**config.mk**
```make
export PLATFORM = sky130hd
export DESIGN_NAME = pam4_slicer_ber
export DESIGN_NICKNAME = d
export VERILOG_FILES = /design/src/rtl/pam4_slicer_ber.sv
export SDC_FILE = /design/constraint.sdc
export NUM_CORES = 1
export LEC_CHECK = 0
export ABC_CLOCK_PERIOD_IN_PS = 9100
export BUFFER_PORTS_ARGS = -buffer_cell sky130_fd_sc_hd__buf_2
export CAP_MARGIN = 20
export CORE_UTILIZATION = 30
export DETAILED_ROUTE_END_ITERATION = 10
export PLACE_DENSITY = 0.51
export REMOVE_ABC_BUFFERS = 1
export SYNTH_ARGS = -nofsm -noshare
export SYNTH_HDL_FRONTEND = slang
export SYNTH_SLANG_ARGS = --single-unit
```
**constraint.sdc**
```tcl
create_clock -name clk -period 9.1 [get_ports clk]
set_clock_uncertainty 0.05 [all_clocks]
set_input_delay 1.365 -clock clk [delete_from_list [all_inputs] [get_ports clk]]
set_output_delay 1.365 -clock clk [all_outputs]
set_load 0.02 [all_outputs]
```
**src/rtl/pam4_slicer_ber.sv**
```systemverilog
// PAM4 slicer and BER accumulator. Slices noisy signed samples into PAM4
// symbols, compares them against buffered reference symbols and counts
// symbol and Gray-coded bit errors over a measurement window.
module pam4_slicer_ber #(
    parameter int                 FIFO_DEPTH = 16,
    parameter int                 CNT_W      = 32,
    parameter logic signed [7:0]  THR_LO     = -8'sd64,
    parameter logic signed [7:0]  THR_MID    = 8'sd0,
    parameter logic signed [7:0]  THR_HI     = 8'sd64
) (
    input  logic                clk,
    input  logic                rstn,
    input  logic                start,
    input  logic                abort,
    input  logic [CNT_W-1:0]    target_syms,
    input  logic [1:0]          ref_sym,
    input  logic                ref_valid,
    output logic                ref_ready,
    input  logic signed [7:0]   rx_sample,
    input  logic                rx_valid,
    output logic [1:0]          rx_sym,
    output logic                rx_sym_valid,
    output logic [CNT_W-1:0]    sym_count,
    output logic [CNT_W-1:0]    sym_err_count,
    output logic [CNT_W-1:0]    bit_err_count,
    output logic                underrun,
    output logic                busy,
    output logic                done
);

    localparam int AW = $clog2(FIFO_DEPTH);

    typedef enum logic [1:0] {IDLE, RUN, DONE} state_t;

    state_t             state_reg, state_next;
    logic [CNT_W-1:0]   target_reg;
    logic [CNT_W-1:0]   sym_count_reg, sym_err_count_reg, bit_err_count_reg;
    logic               underrun_reg;
    logic [1:0]         rx_sym_reg;
    logic               rx_sym_valid_reg;

    logic [1:0]         mem [FIFO_DEPTH];
    logic [AW:0]        wr_ptr_reg, rd_ptr_reg;

    // Threshold slicer; all comparisons are signed.
    function automatic logic [1:0] slice(input logic signed [7:0] s);
        logic [1:0] r;
        if (s < THR_LO)       r = 2'd0;
        else if (s < THR_MID) r = 2'd1;
        else if (s < THR_HI)  r = 2'd2;
        else                  r = 2'd3;
        return r;
    endfunction

    // Gray code so adjacent levels differ by one bit: 0->00 1->01 2->11 3->10.
    function automatic logic [1:0] gray(input logic [1:0] s);
        return {s[1], s[1] ^ s[0]};
    endfunction

    // Saturating add of a small increment; counters stick at all-ones.
    function automatic logic [CNT_W-1:0] sat_add(input logic [CNT_W-1:0] a,
                                                 input logic [1:0]       b);
        logic [CNT_W:0] sum;
        sum = {1'b0, a} + {{(CNT_W-1){1'b0}}, b};
        return sum[CNT_W] ? {CNT_W{1'b1}} : sum[CNT_W-1:0];
    endfunction

    logic               run;
    logic               fifo_empty, fifo_full;
    logic               start_acc, flush, push, cmp_event, underrun_event;
    logic [1:0]         head_sym, cmp_sym, gray_diff, bit_errs;
    logic [CNT_W-1:0]   sym_count_inc;
    logic               target_hit;

    assign run        = (state_reg == RUN);
    assign fifo_empty = (wr_ptr_reg == rd_ptr_reg);
    assign fifo_full  = (wr_ptr_reg[AW] != rd_ptr_reg[AW]) &&
                        (wr_ptr_reg[AW-1:0] == rd_ptr_reg[AW-1:0]);

    // Start is only honoured outside RUN; abort always wins.
    assign start_acc      = start && !abort && !run;
    assign flush          = start_acc || abort;
    assign push           = ref_valid && ref_ready && !abort;
    assign cmp_event      = run && rx_valid && !fifo_empty && !abort;
    assign underrun_event = run && rx_valid && fifo_empty && !abort;

    assign head_sym      = mem[rd_ptr_reg[AW-1:0]];
    assign cmp_sym       = slice(rx_sample);
    assign gray_diff     = gray(cmp_sym) ^ gray(head_sym);
    assign bit_errs      = {1'b0, gray_diff[0]} + {1'b0, gray_diff[1]};
    assign sym_count_inc = sat_add(sym_count_reg, 2'd1);
    assign target_hit    = cmp_event && (target_reg != '0) &&
                           (sym_count_inc == target_reg);

    // State register.
    always_ff @(posedge clk or negedge rstn) begin
        if (!rstn) state_reg <= IDLE;
        else       state_reg <= state_next;
    end

    // Next-state logic: abort beats start; the final compare moves to DONE.
    always_comb begin
        state_next = state_reg;
        case (state_reg)
            IDLE: if (start && !abort) state_next = RUN;
            RUN: begin
                if (abort)           state_next = IDLE;
                else if (target_hit) state_next = DONE;
            end
            DONE: begin
                if (abort)      state_next = IDLE;
                else if (start) state_next = RUN;
            end
            default: state_next = IDLE;
        endcase
    end

    // Reference FIFO pointers; a flush discards everything including this cycle's push.
    always_ff @(posedge clk or negedge rstn) begin
        if (!rstn) begin
            wr_ptr_reg <= '0;
            rd_ptr_reg <= '0;
        end else if (flush) begin
            wr_ptr_reg <= '0;
            rd_ptr_reg <= '0;
        end else begin
            if (push)      wr_ptr_reg <= wr_ptr_reg + 1'b1;
            if (cmp_event) rd_ptr_reg <= rd_ptr_reg + 1'b1;
        end
    end

    // Reference FIFO storage.
    always_ff @(posedge clk) begin
        if (push) mem[wr_ptr_reg[AW-1:0]] <= ref_sym;
    end

    // Measurement counters, underrun flag and latched target.
    always_ff @(posedge clk or negedge rstn) begin
        if (!rstn) begin
            target_reg        <= '0;
            sym_count_reg     <= '0;
            sym_err_count_reg <= '0;
            bit_err_count_reg <= '0;
            underrun_reg      <= 1'b0;
        end else if (start_acc) begin
            target_reg        <= target_syms;
            sym_count_reg     <= '0;
            sym_err_count_reg <= '0;
            bit_err_count_reg <= '0;
            underrun_reg      <= 1'b0;
        end else begin
            if (cmp_event) begin
                sym_count_reg     <= sym_count_inc;
                sym_err_count_reg <= sat_add(sym_err_count_reg,
                                             {1'b0, cmp_sym != head_sym});
                bit_err_count_reg <= sat_add(bit_err_count_reg, bit_errs);
            end
            if (underrun_event) underrun_reg <= 1'b1;
        end
    end

    // Registered slicer output, active in every state.
    always_ff @(posedge clk or negedge rstn) begin
        if (!rstn) begin
            rx_sym_reg       <= 2'd0;
            rx_sym_valid_reg <= 1'b0;
        end else begin
            rx_sym_valid_reg <= rx_valid;
            if (rx_valid) rx_sym_reg <= cmp_sym;
        end
    end

    assign ref_ready     = run && !fifo_full;
    assign rx_sym        = rx_sym_reg;
    assign rx_sym_valid  = rx_sym_valid_reg;
    assign sym_count     = sym_count_reg;
    assign sym_err_count = sym_err_count_reg;
    assign bit_err_count = bit_err_count_reg;
    assign underrun      = underrun_reg;
    assign busy          = run;
    assign done          = (state_reg == DONE);

endmodule

```
After elaboration in Yosys (flattened, before gate mapping)
Memory sizes are Yosys's and may differ from the RTL's. Cells that the tools add are included. Widths: inputs -> output; s select.

Magnitude comparators: 3. Multiplexer cells: 26. Reductions and logical operators: 25. Equal/unequal tests: 10. Multiply operators: 0. Shift-type cells: 0. Bitwise operators: 3. Add/subtract/negate cells: 6. Divide/modulo/power cells: 0.

Operators by type and width (count): $mux 32 (9); $add 32x1->33 (1); $add 32x1->33 const B (1); $add 32x2->33 (1); $eq 32x32->1 (1); $reduce_bool 32->1 (1); $mux 5 (4); $mux 2 (7); $logic_and 1x1->1 (13); $add 5x1->5 const B (2); $lt 8x1->1 const B (1); $lt 8x7->1 const B (1); $lt 8x8->1 const B (1); $reduce_bool 2->1 (4); $pmux 2 s3 (1); $eq 5x5->1 (1); $mux 1 (5); $eq 4x4->1 (1); $logic_not 1->1 (4); $ne 3x2->1 const B (1); $ne 3x3->1 const B (1); $reduce_and 3->1 (1); $add 1x1->2 (1); $eq 2x1->1 const B (1); 8 further kinds (9).

Bits in writable memories: 32. Memories kept: 1. Latch bits: 0. Bits of input ports: 48. Memory bits (read-only): 0. Bits in registers: 144.

Memory list: mem (words 16, bits a word 2, rd ports 1, clocked after memory_dff 0, wr ports 1, line 42) `logic [1:0] mem [FIFO_DEPTH];`.

Depth between registers and ports, before layout
Word-level depth: 11. Depth in mapped cells: 21.

Worst setup path before layout
OpenSTA, ideal clock, no wires.

Path type: register -> register. Start: register rd_ptr_reg[0]. End: register sym_err_count_reg[31], in the netlist sym_err_count[31]. Required time: 8.956 ns. Stages on the path, launching flop included: 20. Arrival: 4.332 ns. Slack: 4.624 ns. Cell sequence: dfrtp_1 > clkbuf_1 > buf_1 > mux2i_1 > a311oi_1 > o21ai_0 > nand2_1 > xor2_1 > nand2b_1 > ha_1 > ha_1 > nand4_1 > or2_2 > clkbuf_1 > or4_1 > clkbuf_1 > buf_1 > a21oi_1 > nor2_1 > a211oi_1.

Word-level cells in the longest chain between the ends: 6.

Ends and longest elaborated chain: from (decl) (line 43) `logic [AW:0] wr_ptr_reg, rd_ptr_reg;`; from (signal assigned) (line 128) `if (cmp_event) rd_ptr_reg <= rd_ptr_reg + 1'b1;`; $mem_v2 16x2; $ne 2x2->1 (line 155) `{1'b0, cmp_sym != head_sym});`; $add 32x1->33 (line 64) `sum = {1'b0, a} + {{(CNT_W-1){1'b0}}, b};`; $mux 32 (line 65) `return sum[CNT_W] ? {CNT_W{1'b1}} : sum[CNT_W-1:0];`; $mux 32 (line 152) `if (cmp_event) begin`; $mux 32 (line 145) `end else if (start_acc) begin`; to (signal assigned) (line 154) `sym_err_count_reg <= sat_add(sym_err_count_reg,`; to (decl) (line 37) `logic [CNT_W-1:0] sym_count_reg, sym_err_count_reg, bit_err_count_reg;`.

Several ways; a longest one is shown, not always the timed one. The select of a mux whose other input is x is not followed. A chain may end at the register's enable or synchronous reset.

Worst setup path after layout
Start: register rd_ptr_reg[0]. End: register bit_err_count_reg[25], in the netlist bit_err_count[25].

Word-level cells in the longest chain between the ends: 8.

Ends and longest elaborated chain: $mem_v2 16x2; $xor 1x1->1 (line 57) `return {s[1], s[1] ^ s[0]};`; $xor 2x2->2 (line 89) `assign gray_diff = gray(cmp_sym) ^ gray(head_sym);`; $add 1x1->2 (line 90) `assign bit_errs = {1'b0, gray_diff[0]} + {1'b0, gray_diff[1]};`; $add 32x2->33 (line 64); $mux 32 (line 65); $mux 32 (line 152); $mux 32 (line 145); to (signal assigned) (line 156) `bit_err_count_reg <= sat_add(bit_err_count_reg, bit_errs);`; to (decl) (line 37).

Several ways; a longest one is shown, not always the timed one. The select of a mux whose other input is x is not followed.

==> impl_metrics.tcl <==
set metrics [dict create \
    wl_mm 30.8 \
    pre_cts_ws_ps 3780 \
    end_kind "flip-flop" \
    cts_buffers 17 \
    syn_area_um2 10000 \
    p_seq_share_pct 48.6 \
    hold_buffers 0 \
    critPathLaunchType "flip-flop" \
    grt_max_degree 81 \
    cts-root-buf "clkbuf_16" \
    fin_cells 1659 \
    p_total_mw 1.81 \
    cp_max_fo 22 \
    drt_first_pass_iters 6 \
    fmax_ghz 0.192 \
    syn_to_final_growth_pct 16.8 \
    switchingPower_mw 0.503 \
    grt_overflow_total 0 \
    drv_cap 0 \
    dpl-instance-area_um2 11100 \
    grt_pass1_wl_mm 49.1 \
    ios 151 \
    path_buf_inv 0 \
    coreArea_um2 32700 \
    cts_tree "built" \
    drive_above_1_share_pct 17.2 \
    async_reset_ff_share_pct 81.8 \
    antenna_found_initial 2 \
    cts_buffer_depth 2 \
    fp-row-count 66 \
    synth_edf_count 32 \
    insertion_delay_ps 440 \
    dp.cells 1626 \
    num-nets-final 1263 \
    p_leak_nw 4.89 \
    final-setup-viol-count 0 \
    sw_frac_of_total_pct 27.7 \
    clock_sink_count 176 \
    worstSetupPathType "reg -> reg" \
    vias 8910 \
    cts_htree_levels 4 \
    fill_cells 3446 \
    critPathSlowestCell "dfrtp_1" \
    clk_pin_slew_worst_paths_ps 80 \
    hold_path.class "reg -> reg" \
    cp_data_arrival_time_ps 5490 \
    vias_per_cell 5.37 \
    cts_resized 0 \
    hold_violations 0 \
    rsz0062_at_grt "false" \
    start_util_pct 30.6 \
    final_util_pct 35.7 \
    tightest_slew_ps 956 \
    die_w_um 185 \
    port_buffers 144 \
    cts_setup_buffers 0 \
    p_int_mw 1.31 \
    detail_route.drc_violations 0 \
    drtIter0Drc 671 \
    period_share_pct 57.1 \
    gp_congestion 0.839 \
    grt_pass1_vias 8583 \
    postSynthRegisterBits 176 \
    power_frac_comb_pct 9.2 \
    period_needed_ps 5200 \
    whs_ps 455 \
    synthFlopType "dfrtp_1" \
    place_hpwl_mm 21.2 \
    ys_warn_count 0 \
    crit_family "simple AND/OR/NAND/NOR gates" \
    die_area_um2 34100 \
    setup_ws_ps 3900 \
    worst_ep_required_time_ps 9390 \
    design_area_um2 11700 \
    ir_worst_vdd_mv 0.134 \
    synth_cells 1101 \
    slew_viol_final 0 \
    wl_per_cell_um 18.6 \
    grt_usage_pct 18.6 \
    crit_chain "mux4_2, a22oi_1, nand2_1, xor2_1, xnor2_1, fa_1, ha_1, nand3_1, nor4_1, nand3_1, nand2_1, nor2_1, a311oi_1" \
    cpPeakStageDelay_ps 920 \
    clockPowerShare_pct 42.1 \
    slew_headroom_pct 36.0 \
    avgSynthCellArea_um2 9.09 \
    pwr_density_cell_nw_per_um2 155 \
    setup_tns_ps 0 \
    ant_nets 0 \
    yosysSeqAreaShare_pct 45.6 \
    ys_types 72 \
    die_h_um 185 \
    status "finished, final reports clean" \
]
==> synthesized netlist by cell type, types with 11 or more instances <==
cell type / instances / share of area (%)
a31oi_1: 14 / 0.88
nor4_1: 26 / 1.6
nor2_1: 97 / 3.6
xnor2_1: 24 / 2.1
and2_1: 17 / 1.1
or4_1: 13 / 0.98
inv_1: 23 / 0.86
ha_1: 11 / 1.4
mux2i_1: 14 / 1.4
o21ai_0: 38 / 1.9
a21oi_1: 84 / 4.2
xor2_1: 15 / 1.3
buf_1: 11 / 0.41
nand3_1: 50 / 2.5
clkbuf_1: 48 / 1.8
edfxtp_1: 32 / 9.6
nor3_1: 34 / 1.7
a211oi_1: 20 / 1.5
dfrtp_1: 144 / 36
nand2_1: 160 / 6.0
and3_1: 21 / 1.3
a311oi_1: 40 / 3.5
and4_1: 11 / 0.96
nand4_1: 27 / 1.7
==> final cells by class <==
class | instances | area, um^2 | area share [%]
clock buffers | 17 | 425 | 3.64
multi-input cells | 832 | 5090 | 43.5
diodes | 1 | 2.50 | 0.0214
repair buffers | 153 | 792 | 6.78
inverters | 23 | 86.3 | 0.739
flip-flops and latches | 176 | 4560 | 39.1
clock inverters | 15 | 173 | 1.48
well taps | 442 | 553 | 4.73
==> cell usage in the layout (no fill, tap or decap), types with 23 or more instances in the layout <==
cell,n
dfrtp_1,144
o21ai_0,37
edfxtp_1,32
a21oi_1,84
nand4_1,27
nor2_1,97
inv_1,23
nor3_1,34
xnor2_1,24
nor4_1,26
a311oi_1,40
nand2_1,160
nand3_1,49
buf_2,144
==> routing by layer <==
metal  up-vias  wire (um)  track usage [%]
li1       4288          -                -
met1      4360      15300             26.8
met2       227      13600             28.3
met3        35       1240             2.96
met4         0        572             5.72
met5         -          0                0
==> worst paths after layout <==
kind / cells after the start / endpoint / from / slack, ps
worst min register to register: 1 / rx_sym[1]$_DFFE_PN0P_ / rx_sym[1]$_DFFE_PN0P_ / 460
worst max register to register: 13 / bit_err_count[25]$_DFFE_PN0P_ / rd_ptr_reg[0]$_DFFE_PN0P_ / 3900
worst max-delay path: 13 / bit_err_count[25]$_DFFE_PN0P_ / rd_ptr_reg[0]$_DFFE_PN0P_ / 3900
max in group asynchronous: 2 / sym_err_count[0]$_DFFE_PN0P_ / rstn / 6690
min in group asynchronous: 1 / target_reg[5]$_DFFE_PN0P_ / rstn / 930
worst min-delay path: 1 / rx_sym[1]$_DFFE_PN0P_ / rx_sym[1]$_DFFE_PN0P_ / 460
==> kinds of logic (layout without fill, tap and decap cells) <==
logic type                 after synthesis  count (layout)  synth area share, %
and+or+nand+nor                        501             501                 24.8
AOI/OAI and AO/OA                      254             254                 16.9
DFF                                    176             176                 45.6
buffers and inverters                   93             208                 3.83
xor gates and xnor gates                45              45                 4.78
muxes                                   20              20                 2.53
adders and majority gates               12              12                 1.58
other                                    0               1                    0
==> power by group through the flow <==
stage,sequential (mW),clock (mW),combinational [mW]
3_3_place_gp,0.897,0,0.167
2_1_floorplan,0.882,0,0.0968
6_report,0.883,0.765,0.167
5_1_grt,0.887,0.818,0.188
3_5_place_dp,0.897,0,0.168
4_1_cts,0.882,0.788,0.170
(Power assumes the default switching activity.)
